--- config.mk ---
export PLATFORM = sky130hd
export DESIGN_NAME = seq_chunk_adder
export DESIGN_NICKNAME = d
export VERILOG_FILES = /design/src/rtl/seq_chunk_adder.sv
export SDC_FILE = /design/constraint.sdc
export NUM_CORES = 1
export LEC_CHECK = 0
export ABC_AREA = 1
export CORE_ASPECT_RATIO = 0.75
export CORE_MARGIN = 3
export CORE_UTILIZATION = 45
export DETAILED_ROUTE_END_ITERATION = 10
export PLACE_DENSITY = 0.78
export SYNTH_ARGS = -nofsm -noshare
export SYNTH_HDL_FRONTEND = slang
export SYNTH_SLANG_ARGS = --single-unit
export TNS_END_PERCENT = 10
--- constraint.sdc ---
create_clock -name clk -period 3.15 [get_ports clk]
set_input_delay 0.63 -clock clk [delete_from_list [all_inputs] [get_ports clk]]
set_output_delay 0.63 -clock clk [all_outputs]
set_load 0.05 [all_outputs]
--- src/rtl/seq_chunk_adder.sv ---
// -----------------------------------------------------------------------------
// seq_chunk_adder
//
// Multi-cycle ripple adder. Adds two WIDTH-bit operands plus a carry-in,
// CHUNK bits per clock. The carry between chunks is kept in a register, so
// the critical path is one CHUNK-bit add instead of a full WIDTH-bit ripple.
// Intended as a datapath slave under a sequencer using a start/busy/done
// handshake.
//
// Parameters
//   WIDTH  operand and sum width (must be an integer multiple of CHUNK)
//   CHUNK  bits added per cycle (CHUNK == WIDTH gives a single-cycle add)
//
// Ports
//   clk    in   rising-edge clock
//   rst    in   synchronous active-high reset, priority over all inputs
//   start  in   request, only sampled while idle
//   a, b   in   operands, captured on an accepted start
//   c0     in   carry-in, captured on an accepted start
//   sub    in   (only with SEQ_CHUNK_ADDER_SUB_EN) 1 = a - b - c0
//   busy   out  high while an operation is running (RUN and DONE states)
//   done   out  one-cycle pulse; sum/cout/ovf valid from this cycle on
//   sum    out  registered result, modulo 2^WIDTH
//   cout   out  carry out of bit WIDTH-1 ("no borrow" when subtracting)
//   ovf    out  two's-complement overflow (carry into MSB ^ carry out of MSB)
//
// Build option
//   `define SEQ_CHUNK_ADDER_SUB_EN adds the sub port. With sub=1 the captured
//   B operand is ~b and the initial carry is ~c0, so c0 acts as an
//   active-high borrow-in. Without the macro the block is add-only.
//
// Timing: start accepted at edge t -> NCH RUN cycles -> one DONE cycle that
// loads the result registers -> done is high in the cycle after edge
// t+NCH+1. Outputs change only on that load and are held otherwise.
// -----------------------------------------------------------------------------
module seq_chunk_adder #(
  parameter int WIDTH = 16,
  parameter int CHUNK = 4
) (
  input  logic             clk,
  input  logic             rst,
  input  logic             start,
  input  logic [WIDTH-1:0] a,
  input  logic [WIDTH-1:0] b,
  input  logic             c0,
`ifdef SEQ_CHUNK_ADDER_SUB_EN
  input  logic             sub,
`endif
  output logic             busy,
  output logic             done,
  output logic [WIDTH-1:0] sum,
  output logic             cout,
  output logic             ovf
);

  localparam int NCH = WIDTH / CHUNK;
  localparam int IW  = (NCH > 1) ? $clog2(NCH) : 1;
  localparam int BW  = (WIDTH > 1) ? $clog2(WIDTH) : 1;
  localparam logic [IW-1:0] LAST_IDX = IW'(NCH - 1);

  typedef enum logic [1:0] {
    IDLE = 2'd0,
    RUN  = 2'd1,
    DONE = 2'd2
  } state_t;

  state_t state, state_nxt;

  // Operand / carry capture registers and the partial-sum accumulator.
  logic [WIDTH-1:0] a_p0;
  logic [WIDTH-1:0] b_p0;
  logic             carry_p0;
  logic             msb_cin_p0;
  logic [WIDTH-1:0] part_p0;
  logic [IW-1:0]    idx_p0;

  // Values presented to the capture registers on an accepted start.
  logic [WIDTH-1:0] b_eff;
  logic             c_eff;

  // Per-cycle chunk arithmetic.
  logic [BW-1:0]    base;
  logic [CHUNK-1:0] a_chunk;
  logic [CHUNK-1:0] b_chunk;
  logic [CHUNK-1:0] s_chunk;
  logic             c_nxt;
  logic             msb_cin;
  logic             last_chunk;

  function automatic logic [CHUNK:0] add_chunk(input logic [CHUNK-1:0] x,
                                               input logic [CHUNK-1:0] y,
                                               input logic             ci);
    return {1'b0, x} + {1'b0, y} + {{CHUNK{1'b0}}, ci};
  endfunction

`ifdef SEQ_CHUNK_ADDER_SUB_EN
  // Subtraction as a + ~b + ~c0: with c0 as borrow-in this is a - b - c0.
  assign b_eff = sub ? ~b : b;
  assign c_eff = sub ? ~c0 : c0;
`else
  assign b_eff = b;
  assign c_eff = c0;
`endif

  assign busy       = (state == RUN) || (state == DONE);
  assign last_chunk = (idx_p0 == LAST_IDX);

  always_comb begin
    base    = BW'(int'(idx_p0) * CHUNK);
    a_chunk = a_p0[base +: CHUNK];
    b_chunk = b_p0[base +: CHUNK];
    {c_nxt, s_chunk} = add_chunk(a_chunk, b_chunk, carry_p0);
    // The carry into the chunk MSB falls out of the MSB sum bit:
    // s = a ^ b ^ cin  =>  cin = s ^ a ^ b. Only used on the last chunk.
    msb_cin = s_chunk[CHUNK-1] ^ a_chunk[CHUNK-1] ^ b_chunk[CHUNK-1];
  end

  always_comb begin
    state_nxt = state;
    case (state)
      IDLE:    if (start) state_nxt = RUN;
      RUN:     if (last_chunk) state_nxt = DONE;
      DONE:    state_nxt = IDLE;
      default: state_nxt = IDLE;
    endcase
  end

  // Stage p0: capture on start, then one chunk per RUN cycle.
  always_ff @(posedge clk) begin
    if (rst) begin
      state      <= IDLE;
      a_p0       <= '0;
      b_p0       <= '0;
      carry_p0   <= 1'b0;
      msb_cin_p0 <= 1'b0;
      part_p0    <= '0;
      idx_p0     <= '0;
    end else begin
      state <= state_nxt;
      case (state)
        IDLE: begin
          if (start) begin
            a_p0     <= a;
            b_p0     <= b_eff;
            carry_p0 <= c_eff;
            idx_p0   <= '0;
          end
        end
        RUN: begin
          part_p0[base +: CHUNK] <= s_chunk;
          carry_p0               <= c_nxt;
          if (last_chunk) msb_cin_p0 <= msb_cin;
          idx_p0 <= idx_p0 + IW'(1);
        end
        default: ;
      endcase
    end
  end

  // Stage p1: result registers, loaded only from DONE.
  always_ff @(posedge clk) begin
    if (rst) begin
      done <= 1'b0;
      sum  <= '0;
      cout <= 1'b0;
      ovf  <= 1'b0;
    end else begin
      done <= (state == DONE);
      if (state == DONE) begin
        sum  <= part_p0;
        cout <= carry_p0;
        ovf  <= msb_cin_p0 ^ carry_p0;
      end
    end
  end

endmodule

# ---- Word level (Yosys, flattened, before mapping)
# Cells that the tools add are included.
dict set report word_totals {
  reg_bits 73
  latch_bits 0
  ram_bits 0
  romBits 0
  inputBits 36
  out_inout_bits 20
  wordCells 42
  memories 0
}
dict set report classes {
  n_addsub 4
  multipliers 0
  div 0
  magnitude_cmp 0
  eq_ne 5
  n_shift 4
  muxes 8
  n_bitwise 3
  n_reduce_logical 7
}
# cell n
set op_table {}
lappend op_table {{$shiftx 16x5->4} 2}
lappend op_table {{$bwmux 16} 1}
lappend op_table {{$shift 4x6->16 const A} 1}
lappend op_table {{$shiftx 4x6->16} 1}
lappend op_table {{$pmux 2 s2} 2}
lappend op_table {{$reduce_and 2->1} 4}
lappend op_table {{$mux 2} 3}
lappend op_table {{$neg 4->6} 1}
lappend op_table {{$add 4x4->5} 1}
lappend op_table {{$add 5x1->5} 1}
lappend op_table {{$eq 2x2->1 const B} 2}
lappend op_table {{$ne 2x2->1 const B} 2}
lappend op_table {{$xor 1x1->1} 3}
lappend op_table {{$add 2x1->2 const B} 1}
lappend op_table {{$eq 2x1->1 const B} 1}
lappend op_table {{$logic_not 2->1} 1}
lappend op_table {{$pmux 1 s2} 1}
lappend op_table {{$reduce_bool 2->1} 1}
lappend op_table {{$logic_or 1x1->1} 1}
lappend op_table {{$mux 1} 1}

# ---- Depth between registers and ports, before layout
dict set report depth {
  depth_word 5
  depth_mapped 15
  depth_no_buf 14
}

# ---- Worst setup path after synthesis
# Ideal clock, no wire load.
dict set report synth_timing {
  path_kind {register -> register}
  from {reg idx_p0[0]}
  to {reg part_p0[6]}
  setup_ps 70
  arrival_time_ps 2411
  required_ps 3080
  slack_ps 668
  stages_incl_launch_ff 13
  path_buffers 2
  synth_period_minus_slack_ps 2482
  path_cell_list {dfxtp_1 -> inv_2 -> buf_6 -> buf_2 -> o21ai_0 -> o22ai_1 -> fa_1 -> fa_1 -> xor2_1 -> nand2_1 -> nor2_1 -> nand2_1 -> a21oi_1}
}
dict set report synth_via {
  elab_chain_cells 5
  word_cells_on_any_way 8
  cone_classes {3 x add/sub; 4 x shift; 1 x mux}
}
# element line_no
set synth_rtl {}
lappend synth_rtl {{from (decl)} 75} ;# logic [IW-1:0] idx_p0;
lappend synth_rtl {{from (signal assigned)} 153} ;# idx_p0 <= idx_p0 + IW'(1);
lappend synth_rtl {{$shiftx 16x5->4 (on tied branches)} {110, 111}}
lappend synth_rtl {{$add 4x4->5} 93} ;# return {1'b0, x} + {1'b0, y} + {{CHUNK{1'b0}}, ci};
lappend synth_rtl {{$add 5x1->5} 93}
lappend synth_rtl {{$shiftx 4x6->16} 150} ;# part_p0[base +: CHUNK] <= s_chunk;
lappend synth_rtl {{$bwmux 16 *} 150}
lappend synth_rtl {{to (signal, indexed assignment)} 150}
lappend synth_rtl {{to (decl)} 74} ;# logic [WIDTH-1:0] part_p0;
# Every way passes the cells marked *; elsewhere a longest branch is shown, timed or not.
# A chain may end at the register's enable or synchronous reset.

# ---- Worst setup path after layout
dict set report layout_timing {
  from {reg idx_p0[1]}
  to {reg part_p0[6]}
}
# Same word-level chain as after synthesis.

==> results.cfg <==
[timing]
setup_viol_count_final = 0
timing.hold.ws_ps = 471
skew_ps = 14.1
tightest_slew_ps = 1120
finalHoldViolCount = 0
period_needed_ps = 2800
fmax_ghz = 0.357
rsz0062_at_grt = no
setup_tns_ps = 0
slew_violations = 0
slew_headroom = 0.253
fin_crit_sh = 0.888

[global_routing]
overflow = 0
grt_pass1_vias = 2729
grt.total_usage = 0.189
antenna_found_initial = 0
grt_pass1_wl_um = 12100
grt_max_degree = 51

[logic_synthesis]
synth-seq-area-share = 0.459
synthArstFlopShare = 0
synth_fa_ha_area_frac = 0.0598
netlist_area_um2 = 3180
synth_xor_area_frac = 0.00551
synth_compound_area_frac = 0.163
synth_top_family_by_area = simple AND/OR/NAND/NOR gates
ys_warn_count = 0
synth-seq-cells = 73
synth_edf_count = 0
avgSynthCellArea_um2 = 7.41
yosys-mux-area-fraction = 0
synth_cell_types = 26
synth_simple_gate_area_frac = 0.255
syn_inst = 429
synth_flop_cell = dfxtp_1
syn-num-nets = 479

[pwr]
comb_power_share = 0.147
p_int_mw = 1.55
switching_power_mw = 0.579
finalPower_mw = 2.13
p_leak_nw = 1.69
switching_share = 0.272
p_clk_frac = 0.385
seq_power_share = 0.468
cellPowerDensity_nw_per_um2 = 533
vdd_drop_max_mv = 0.288

[flow_run]
drv_cap = 0

[floorplanning]
fp.coreArea_um2 = 6570
rows = 25
die_area_um2 = 8120
initial_utilization = 0.484
die_width_um = 103
die_h_um = 78.8
boundaryPins = 56

[detailed_routing]
vias = 2903
drcViolationCount = 0
firstDrtPassIters = 4
antenna_left = 0
finalWirelength_um = 7130
drtIter0Drc = 129
vias_per_cell = 5.15
wl_per_cell_um = 12.6

[clock_network]
numCtsBuffers = 9
clock_latency_ps = 360
cts_tree = yes
cts.path.max_buffers = 2
cts_hold_buf = 0
cts.sinks = 73
cts_resized = 0
cts_setup_buffers = 0
path_clk_slew_ps = 80
htree_levels = 3
root_buffer = clkbuf_8

[hold_path]
worstHoldPathType = register to register
min_from = part_p0[1]

[placed_design]
dpl.hpwl_um = 5160
placed_cell_area_um2 = 3770
io_buffer_count = 55
gp_congestion = 0.832

[layout]
post-route-util = 0.608
final_common_cell = nor2_1
drive_gt1_frac = 0.0663
fin_nets = 528
design_area_um2 = 3990
diodes = 0
area_growth_pct = 25.5
final_cell_mix = nor2_1 (122), dfxtp_1 (73), o21ai_0 (68)

[setup_path]
startpoint = idx_p0[1]
crit_fanout = 14
end_kind = register
regToRegStartpoint = idx_p0[1]
crit_type = register to register
r2r_slack_ps = 350
arrival_ps = 3090
cp.required_ps = 3440
crit_path_start_kind = register

[run_status]
status = finished clean
## cells in the mapped netlist (2+ instances only)
master	count	area, um^2
o21ai_0	68	340
a22oi_1	4	30.0
ha_1	12	150
inv_1	16	60.1
a21oi_1	19	95.1
nand4_1	3	18.8
xor2_1	2	17.5
nand2_2	6	37.5
fa_1	2	40.0
nand2_1	52	195
dfxtp_1	73	1460
o22ai_1	6	37.5
clkinv_1	2	7.51
nand3_1	12	60.1
buf_2	9	45.0
clkbuf_1	12	45.0
nor2_1	122	458
## layout make-up
| cell class | instances | area, um^2 |
|---|---|---|
| clock buffer | 9 | 124 |
| inverter | 19 | 71.3 |
| timing repair buffer | 61 | 596 |
| sequential | 73 | 1460 |
| tap | 81 | 101 |
| multi-input combinational | 314 | 1540 |
| clock inverter | 7 | 100 |
| fill | 592 | 2580 |
## logic make-up after synthesis
kind of cell,count (synthesis)
AND/OR/NAND/NOR,199
AO/OA/AOI/OAI,99
flip-flops,73
buffers and inverters,42
adder cells (fa/ha/maj),14
XOR/XNOR,2
## registers in the layout, summed over array words and instances (netlist names), 2 cells and up
| name | cells |
|---|---|
| sum | 16 |
| a_p0 | 16 |
| state | 2 |
| b_p0 | 16 |
| part_p0 | 16 |
| idx_p0 | 2 |
## through the flow
step                      setup slack, ps  std cells
after CTS                             332        564
after global placement                529        548
after global routing                 80.7        564
final                                 352        564
after detailed placement              378        548
after floorplan                       668        429
## power groups by stage
stage / clock network [mW] / logic (mW) / registers [mW]
after floorplan: 0 / 0.215 / 1.01
after global placement: 0 / 0.303 / 1.02
after detailed placement: 0 / 0.312 / 1.02
after CTS: 0.834 / 0.314 / 0.996
after global routing: 0.881 / 0.357 / 1.00
final: 0.820 / 0.312 / 0.996
## critical path: stages (launching register included)
cell and delay [ps]:
dfxtp_1 630, inv_1 330, o21ai_0 160, o22ai_1 110, fa_1 430, fa_1 410
xor2_1 240, nand2_1 80, nor2_1 140, nand2_1 70, a21oi_1 130
## worst paths after layout
check	to	cells past startpoint
max	part_p0[6]	10
min	part_p0[1]	2
max reg2reg	part_p0[6]	10
min reg2reg	part_p0[1]	2
## layer usage
layer / track usage / vias up / part of all wire
met4: 0.0660 / 0 / 0.014
li1: - / 1494 / -
met1: 0.255 / 1327 / 0.49
met3: 0.0641 / 8 / 0.058
met2: 0.281 / 74 / 0.44
met5: 0 / - / 0
(Power assumes the default switching activity.)
